==> src/rtl/fetch_pc_unit_pkg.sv <==
// Shared definitions for the fetch front end.
// Provides the instruction width, the sequential PC step, the default reset PC,
// the instruction-buffer entry layout and a PC alignment helper.
package fetch_pc_unit_pkg;

  localparam int          INSTR_WIDTH      = 32;
  localparam logic [63:0] PC_STEP          = 64'd4;
  localparam logic [63:0] DEFAULT_RESET_PC = 64'h0;

  // One buffered fetch: the instruction and the PC it was fetched from.
  typedef struct packed {
    logic [63:0]            pc;
    logic [INSTR_WIDTH-1:0] instr;
  } ibuf_entry_t;

  // Instructions are 4-byte aligned; any low-bit set means an illegal target.
  function automatic logic is_misaligned(input logic [63:0] pc);
    return pc[1:0] != 2'b00;
  endfunction

endpackage

==> src/rtl/fetch_ibuf.sv <==
// Instruction buffer: synchronous FIFO of {pc, instr} entries.
// Ports:
//   clk_in, rst_in    clock and synchronous active-high reset
//   push, push_data   write an entry at the tail
//   pop               remove the head entry (ignored when empty)
//   flush             drop every entry; overrides push and pop that cycle
//   head              current head entry (valid when !empty)
//   count, full, empty  occupancy status
module fetch_ibuf
  import fetch_pc_unit_pkg::*;
#(
  parameter int DEPTH = 2,
  localparam int AW = $clog2(DEPTH),
  localparam int CW = AW + 1
) (
  input  logic          clk_in,
  input  logic          rst_in,
  input  logic          push,
  input  ibuf_entry_t   push_data,
  input  logic          pop,
  input  logic          flush,
  output ibuf_entry_t   head,
  output logic [CW-1:0] count,
  output logic          full,
  output logic          empty
);

  ibuf_entry_t   mem [DEPTH];
  logic [AW-1:0] wr_ptr;
  logic [AW-1:0] rd_ptr;
  logic          do_push;
  logic          do_pop;

  assign empty   = (count == '0);
  assign full    = (count == CW'(DEPTH));
  assign do_pop  = pop & ~empty & ~flush;
  // A full buffer still accepts a push when the head leaves in the same cycle.
  assign do_push = push & ~flush & (~full | do_pop);

  // NOTE: sequential state uses non-blocking assignments so every register
  // samples pre-edge values, independent of statement order.
  always_ff @(posedge clk_in) begin
    if (rst_in || flush) begin
      wr_ptr <= '0;
      rd_ptr <= '0;
      count  <= '0;
    end else begin
      if (do_push) wr_ptr <= wr_ptr + AW'(1);
      if (do_pop)  rd_ptr <= rd_ptr + AW'(1);
      case ({do_push, do_pop})
        2'b10:   count <= count + CW'(1);
        2'b01:   count <= count - CW'(1);
        default: ;
      endcase
    end
  end

  // NOTE: storage is deliberately not reset; count/pointers decide validity,
  // so stale contents are never observed and the array maps to plain RAM/flops.
  always_ff @(posedge clk_in) begin
    if (do_push) mem[wr_ptr] <= push_data;
  end

  assign head = mem[rd_ptr];

endmodule

==> src/rtl/fetch_pc_unit.sv <==
// Front-end PC generator and instruction fetch unit.
// Issues sequential fetches to instruction memory under a credit limit,
// buffers in-order responses and hands {instr, pc} to decode. A redirect
// squashes buffered and in-flight fetches; a misaligned target halts fetch.
// Ports:
//   clk_in, rst_in                     clock, synchronous active-high reset
//   imem_req_valid/ready/addr          fetch request handshake
//   imem_resp_valid_in/data_in         in-order fetch responses
//   redirect_signal_in/pc_in           taken branch / jump from resolution
//   instr_valid/ready, instr/instr_pc  decode handshake and payload
//   misaligned_signal_out              halted on a misaligned redirect target
module fetch_pc_unit
  import fetch_pc_unit_pkg::*;
#(
  parameter logic [63:0] RESET_PC   = DEFAULT_RESET_PC,
  parameter int          IBUF_DEPTH = 2
) (
  input  logic                   clk_in,
  input  logic                   rst_in,
  output logic                   imem_req_valid_out,
  input  logic                   imem_req_ready_in,
  output logic [63:0]            imem_req_addr_out,
  input  logic                   imem_resp_valid_in,
  input  logic [INSTR_WIDTH-1:0] imem_resp_data_in,
  input  logic                   redirect_signal_in,
  input  logic [63:0]            redirect_pc_in,
  output logic                   instr_valid_out,
  input  logic                   instr_ready_in,
  output logic [INSTR_WIDTH-1:0] instr_out,
  output logic [63:0]            instr_pc_out,
  output logic                   misaligned_signal_out
);

  localparam int          CW           = $clog2(IBUF_DEPTH) + 1;
  localparam logic [CW:0] CREDIT_LIMIT = (CW + 1)'(IBUF_DEPTH);

  logic [63:0]   pc_reg;
  logic [63:0]   resp_pc;
  logic [CW-1:0] outstanding_cnt;
  logic [CW-1:0] discard_cnt;
  logic [CW-1:0] ibuf_count;
  logic          misaligned;
  logic          ibuf_full;
  logic          ibuf_empty;
  ibuf_entry_t   ibuf_head;
  ibuf_entry_t   resp_entry;
  logic [CW:0]   credit_used;
  logic          req_fire;
  logic          resp_keep;
  logic          pop;

  // Every accepted request owns a buffer slot until it is popped or squashed,
  // so responses can never find the buffer full.
  assign credit_used        = {1'b0, outstanding_cnt} + {1'b0, ibuf_count};
  assign imem_req_valid_out = ~misaligned & ~redirect_signal_in & (credit_used < CREDIT_LIMIT);
  assign imem_req_addr_out  = pc_reg;
  assign req_fire           = imem_req_valid_out & imem_req_ready_in;

  // Responses belonging to squashed requests are counted out by discard_cnt.
  assign resp_keep  = imem_resp_valid_in & ~redirect_signal_in & (discard_cnt == '0);
  assign pop        = instr_valid_out & instr_ready_in;
  assign resp_entry = '{pc: resp_pc, instr: imem_resp_data_in};

  always_ff @(posedge clk_in) begin
    if (rst_in) begin
      pc_reg          <= RESET_PC;
      resp_pc         <= RESET_PC;
      outstanding_cnt <= '0;
      discard_cnt     <= '0;
      misaligned      <= 1'b0;
    end else begin
      outstanding_cnt <= outstanding_cnt + CW'(req_fire) - CW'(imem_resp_valid_in);
      if (redirect_signal_in) begin
        // Everything still in flight after this edge belongs to the old path.
        discard_cnt <= outstanding_cnt - CW'(imem_resp_valid_in);
        pc_reg      <= redirect_pc_in;
        resp_pc     <= redirect_pc_in;
        misaligned  <= is_misaligned(redirect_pc_in);
      end else begin
        if (imem_resp_valid_in && (discard_cnt != '0)) discard_cnt <= discard_cnt - CW'(1);
        if (req_fire)  pc_reg  <= pc_reg + PC_STEP;
        if (resp_keep) resp_pc <= resp_pc + PC_STEP;
      end
    end
  end

  fetch_ibuf #(
    .DEPTH(IBUF_DEPTH)
  ) u_ibuf (
    .clk_in   (clk_in),
    .rst_in   (rst_in),
    .push     (resp_keep),
    .push_data(resp_entry),
    .pop      (pop),
    .flush    (redirect_signal_in),
    .head     (ibuf_head),
    .count    (ibuf_count),
    .full     (ibuf_full),
    .empty    (ibuf_empty)
  );

  assign instr_valid_out       = ~ibuf_empty;
  assign instr_out             = ibuf_head.instr;
  assign instr_pc_out          = ibuf_head.pc;
  assign misaligned_signal_out = misaligned;

  resp_slot_a: assert property (@(posedge clk_in) disable iff (rst_in)
    imem_resp_valid_in |-> !ibuf_full);

endmodule

==> config.mk <==
export PLATFORM = sky130hd
export DESIGN_NAME = fetch_pc_unit
export DESIGN_NICKNAME = d
export VERILOG_FILES = /design/src/rtl/fetch_pc_unit_pkg.sv /design/src/rtl/fetch_ibuf.sv /design/src/rtl/fetch_pc_unit.sv
export SDC_FILE = /design/constraint.sdc
export NUM_CORES = 1
export LEC_CHECK = 0
export CORE_ASPECT_RATIO = 0.7
export CORE_UTILIZATION = 40
export CTS_CLUSTER_DIAMETER = 80
export DETAILED_ROUTE_END_ITERATION = 10
export SLEW_MARGIN = 0
export SYNTH_ARGS = -nofsm -noshare
export SYNTH_HDL_FRONTEND = slang
export SYNTH_HIERARCHICAL = 1
export SYNTH_SLANG_ARGS = --single-unit
==> constraint.sdc <==
create_clock -name clk_in -period 30 [get_ports clk_in]
set_input_delay 6 -clock clk_in [delete_from_list [all_inputs] [get_ports clk_in]]
set_output_delay 6 -clock clk_in [all_outputs]
set_load 0.03 [all_outputs]
==> results.sh, run 1 <==
export IMPL_startpoint_type="primary input"
export IMPL_dp_hpwl_um=31800
export IMPL_cp_buffers_inverters=3
export IMPL_dieHeight_um=165
export IMPL_holdWs_ps=456
export IMPL_die_w_um=235
export IMPL_hold_violations=0
export IMPL_p_total_mw=1.08
export IMPL_cts_buffer_depth=3
export IMPL_fmax_ghz=0.0726
export IMPL_slowest_stage="clkdlybuf4s50_1"
export IMPL_setup_viol_count_final=0
export IMPL_reg2reg_to="imem_req_addr_out[25]$_SDFFE_PP0P_"
export IMPL_wl_um=46400
export IMPL_cp_num_cells=4
export IMPL_ctsRootBufferMaster="clkbuf_16"
export IMPL_synth_area_um2=15200
export IMPL_critPathKind="in -> out"
export IMPL_initial_utilization_pct=40.7
export IMPL_fin_crit_sh_pct=45.9
export IMPL_cts_resized=0
export IMPL_drtPass1Iterations=5
export IMPL_crit_end="imem_req_valid_out"
export IMPL_netlist_instances=1343
export IMPL_rsz0062_at_grt="false"
export IMPL_grt_pass1_wl_um=69600
export IMPL_cp_top_family="buffers and inverters"
export IMPL_post_route_drc_count=0
export IMPL_cellPowerDensity_nw_per_um2=55.6
export IMPL_h_tree_depth=2
export IMPL_rrSetupSlack_ps=25800
export IMPL_clk_pin_slew_ps=60
export IMPL_r2r_cells=9
export IMPL_ir_drop_mv=0.0351
export IMPL_synth_avg_cell_area_um2=11.3
export IMPL_postCtsHoldBufs=0
export IMPL_yosys_warnings=6
export IMPL_port_buffers=264
export IMPL_gp_congestion=0.894
export IMPL_skew_ps=16.2
export IMPL_cts_setup_buffers=0
export IMPL_clock_sinks=330
export IMPL_power_leakage_nw=6.27
export IMPL_cp_required_ps=24000
export IMPL_crit_path_end_kind="output port"
export IMPL_grt_start_max_net_pins=86
export IMPL_numCtsBuffers=35
export IMPL_drive_gt1_share_pct=11.3
export IMPL_drt_wirelength_per_cell_um=22.2
export IMPL_syn2layout_area_growth_pct=27.1
export IMPL_die_area_um2=38800
export IMPL_cts_tree="yes"
export IMPL_syn_nets=1452
export IMPL_vias=12100
export IMPL_clkLatencyLatePin_ps=530
export IMPL_slowest_delay_ps=710
export IMPL_arrival_ps=7780
export IMPL_ant_nets=0
export IMPL_crit_start="redirect_signal_in"
export IMPL_antenna_found_initial=3
export IMPL_worstPathCellList="buf_4, or4_1, inv_1, clkdlybuf4s50_1"
export IMPL_grt_pass1_vias=11300
export IMPL_slew_violations=0
export IMPL_drtIter0Drc=1047
export IMPL_status="complete, no violations"
export IMPL_max_slew_worst_pin_slew_ps=1360
export IMPL_viasPerCell=5.81
export IMPL_fin_util_pct=51.8
export IMPL_r2r_start="u_ibuf/count[0]$_SDFFE_PP0P_"
export IMPL_min_period_ps=13780
export IMPL_grt_overflow_total=0
export IMPL_grt_use_total_pct=23.4
export IMPL_num_nets_final=1679
export IMPL_crit_fanout=19
export IMPL_rows=59
export IMPL_hold_path_class="reg -> reg"
export IMPL_maxCapViolCount=0
export IMPL_core_area_um2=37400
export IMPL_tns_ps=0
export IMPL_num_io_pins=265
export IMPL_maxSlewHeadroom_pct=9.12
-- layout by cell type, fill, tap and decap left out, drive strengths merged, types with 12 or more instances in the layout --
| cell | instances |
|---|---|
| clkbuf | 45 |
| xor2 | 22 |
| inv | 26 |
| a211oi | 23 |
| buf | 14 |
| and4 | 29 |
| or4 | 34 |
| a31oi | 40 |
| nor4 | 25 |
| a311oi | 15 |
| a21oi | 32 |
| nand4 | 48 |
| a21boi | 21 |
| or3 | 20 |
| xnor2 | 24 |
| nor3 | 38 |
| o211ai | 14 |
| nor2b | 12 |
| clkinv | 13 |
| o21ai | 28 |
| clkdlybuf4s50 | 262 |
| nor2 | 77 |
| edfxtp | 192 |
| and2 | 23 |
| nand3 | 48 |
| and3 | 22 |
| o21a | 15 |
| mux2 | 97 |
| nand2 | 98 |
| dfxtp | 138 |
-- stage by stage --
stage	cell area [um^2]	std cells	setup WS, ps
5_1_grt	19300	2087	16140
6_report	19300	2087	16220
3_5_place_dp	18200	2021	16240
4_1_cts	19300	2085	16230
3_3_place_gp	18200	2021	16240
2_1_floorplan	15200	1343	15260
-- power by group --
group / switching (mW) / internal (mW) / leakage (nW)
logic: 0.0666 / 0.0494 / 2.81
clock network: 0.185 / 0.255 / 0.564
registers: 0.0227 / 0.498 / 2.90
-- metal layers --
| layer | vias to the layer above | GRT usage, % | wire (um) |
|---|---|---|---|
| li1 | 5666 | - | - |
| met5 | - | 0 | 10 |
| met2 | 444 | 33.6 | 19500 |
| met3 | 77 | 4.69 | 3040 |
| met1 | 5936 | 34.9 | 22700 |
| met4 | 2 | 7.69 | 1230 |
-- sequential cells by signal, summed over array words and instances, names as in the netlist, named ones only --
signal	cells
discard_cnt	2
imem_req_addr_out	64
misaligned_signal_out	1
outstanding_cnt	2
resp_pc	64
u_ibuf/count	2
u_ibuf/mem	192
u_ibuf/rd_ptr	1
u_ibuf/wr_ptr	1
-- how the worst min path moves through the flow --
stage / slack [ps] / end / cells past startpoint / startpoint
2_1_floorplan: 420 / u_ibuf/mem[0][63]$_DFFE_PP_ / 0 / resp_pc[31]$_SDFFE_PP0N_
3_3_place_gp: 430 / u_ibuf/mem[0][33]$_DFFE_PP_ / 0 / resp_pc[1]$_SDFFE_PP0P_
3_5_place_dp: 440 / u_ibuf/mem[0][33]$_DFFE_PP_ / 0 / resp_pc[1]$_SDFFE_PP0P_
4_1_cts: 460 / u_ibuf/mem[0][33]$_DFFE_PP_ / 0 / resp_pc[1]$_SDFFE_PP0P_
5_1_grt: 480 / u_ibuf/mem[1][33]$_DFFE_PP_ / 0 / resp_pc[1]$_SDFFE_PP0P_
6_report: 460 / u_ibuf/mem[1][33]$_DFFE_PP_ / 0 / resp_pc[1]$_SDFFE_PP0P_
-- final cells by class --
cell class	count	area, um^2
flip-flops and latches	330	8530
diodes	2	5.00
fillers	3340	18000
well taps	488	611
clock buffers	45	965
inverters	25	98.8
repair buffers	276	2730
multi-input cells	902	6220
clock inverters	19	185
Note: power is estimated with default switching activity, not from simulation.
==> run 2: changes to the inputs <==
--- a/config.mk
+++ b/config.mk
@@ -9,6 +9,7 @@
 export CORE_UTILIZATION = 40
 export CTS_CLUSTER_DIAMETER = 80
 export DETAILED_ROUTE_END_ITERATION = 10
+export PLACE_DENSITY = 0.66
 export SLEW_MARGIN = 0
 export SYNTH_ARGS = -nofsm -noshare
 export SYNTH_HDL_FRONTEND = slang
==> constraint.sdc (replaced) <==
create_clock -name clk_in -period 12.05 [get_ports clk_in]
set_input_delay 2.41 -clock clk_in [delete_from_list [all_inputs] [get_ports clk_in]]
set_output_delay 2.41 -clock clk_in [all_outputs]
set_load 0.03 [all_outputs]
==> run 2 against run 1 <==
Net effect: non-clock buffer count increased by 3; critical path depth unchanged; count of clock-buffer cells in the layout increased by 8; final area about the same; total power increased by 150%; clock power increased by 150%; register-to-register slack got worse by 18000 ps; global-route usage decreased by 0.49 points; die area unchanged.
==> results.sh, run 2 (same netlist as run 1, synthesis figures left out) <==
export IMPL_skew_ps=21.8
export IMPL_rows=59
export IMPL_h_tree_depth=2
export IMPL_arrival_ps=4350
export IMPL_clk_pin_slew_ps=60
export IMPL_startpoint_type="primary input"
export IMPL_numCtsBuffers=34
export IMPL_gp_congestion=0.888
export IMPL_maxCapViolCount=0
export IMPL_vias=12200
export IMPL_port_buffers=264
export IMPL_tns_ps=0
export IMPL_fmax_ghz=0.148
export IMPL_grt_use_total_pct=22.9
export IMPL_grt_start_max_net_pins=76
export IMPL_dp_hpwl_um=31400
export IMPL_ctsRootBufferMaster="clkbuf_16"
export IMPL_power_leakage_nw=6.27
export IMPL_drive_gt1_share_pct=11.2
export IMPL_holdWs_ps=458
export IMPL_ir_drop_mv=0.0841
export IMPL_cts_setup_buffers=0
export IMPL_regMostFlops="u_ibuf/mem"
export IMPL_grt_overflow_total=0
export IMPL_cts_buffer_depth=3
export IMPL_cp_required_ps=9640
export IMPL_setup_viol_count_final=0
export IMPL_fin_area_um2=19400
export IMPL_slew_violations=0
export IMPL_viasPerCell=5.85
export IMPL_largest_reg_flops=192
export IMPL_core_area_um2=37400
export IMPL_crit_fanout=52
export IMPL_grt_pass1_vias=11200
export IMPL_clock_sinks=330
export IMPL_post_route_drc_count=0
export IMPL_place_area_um2=18200
export IMPL_rsz0062_at_grt="false"
export IMPL_status="complete, no violations"
export IMPL_dieHeight_um=165
export IMPL_worst_slack_ps=5290
export IMPL_initial_utilization_pct=40.7
export IMPL_die_area_um2=38800
export IMPL_cellPowerDensity_nw_per_um2=138
export IMPL_cts_tree="yes"
export IMPL_grt_pass1_wl_um=68400
export IMPL_drt_wirelength_per_cell_um=21.8
export IMPL_final_common_cell="clkdlybuf4s50_1"
export IMPL_critPathKind="in -> out"
export IMPL_antenna_found_initial=1
export IMPL_drtPass1Iterations=5
export IMPL_layout_common_cells="262 x clkdlybuf4s50_1, 192 x edfxtp_1, 137 x dfxtp_1"
export IMPL_die_w_um=235
export IMPL_hold_violations=0
export IMPL_num_nets_final=1681
export IMPL_syn2layout_area_growth_pct=27.2
export IMPL_ant_nets=0
export IMPL_fin_crit_sh_pct=56.1
export IMPL_num_io_pins=265
export IMPL_clkLatencyLatePin_ps=540
export IMPL_wl_um=45500
export IMPL_postCtsHoldBufs=0
export IMPL_min_period_ps=6760
export IMPL_max_slew_worst_pin_slew_ps=1040
export IMPL_hold_path_class="reg -> reg"
export IMPL_maxSlewHeadroom_pct=30.0
export IMPL_drtIter0Drc=973
export IMPL_dp_slack_ps=5290
export IMPL_cts_resized=0
export IMPL_crit_path_end_kind="output port"
run 2: cell count changes in the layout (fill, tap and decap cells not counted), sizes merged:
cell,before,now
bufinv,3,2
buf,14,17
diode,2,1
inv,26,25
clkinv,13,5
clkbuf,45,53
clkinvlp,2,1
run 2: critical path, cell delays in order:
cell and delay [ps]:
buf_4 260, or4_1 740, inv_1 180, clkdlybuf4s50_1 720
run 2: final timing paths:
check / from / to / slack, ps / cells past startpoint
min reg2reg: resp_pc[1]$_SDFFE_PP0P_ / u_ibuf/mem[0][33]$_DFFE_PP_ / 460 / 0
max: redirect_signal_in / imem_req_valid_out / 5290 / 4
min: resp_pc[1]$_SDFFE_PP0P_ / u_ibuf/mem[0][33]$_DFFE_PP_ / 460 / 0
max reg2reg: u_ibuf/count[0]$_SDFFE_PP0P_ / imem_req_addr_out[25]$_SDFFE_PP0P_ / 7860 / 9
run 2: metal layers:
metal	global-route usage [%]	vias to the layer above	share of wire, %	routed length, um
met2	34.1	494	43	19600
met3	4.64	66	7.4	3360
li1	-	5665	-	-
met1	33.5	5972	47	21600
met4	6.76	0	2.2	1010
met5	0	-	0	0
run 2: layout make-up:
cell class / count / area (um^2)
Antenna cell: 1 / 2.50
Clock buffer: 53 / 1050
Clock inverter: 8 / 90.1
Fill cell: 3305 / 18000
Inverter: 25 / 98.8
Multi-Input combinational cell: 902 / 6220
Sequential cell: 330 / 8530
Tap cell: 488 / 611
Timing Repair Buffer: 279 / 2750
run 2: through the flow:
step / std cells / utilization [%] / power, mW
after floorplan: 1343 / - / 1.46
after global routing: 2086 / 51.8 / 2.76
after detailed placement: 2024 / 48.8 / 1.60
after CTS: 2085 / 51.8 / 2.69
final: 2086 / 51.8 / 2.66
after global placement: 2024 / 48.8 / 1.60
run 2: power breakdown:
part           total [mW]  switching (mW)  leakage, nW  internal (mW)
Sequential           1.30          0.0564         2.90           1.24
Combinational       0.286           0.164         2.82          0.123
Clock                1.08           0.439        0.557          0.644
Total                2.66           0.659         6.27           2.01
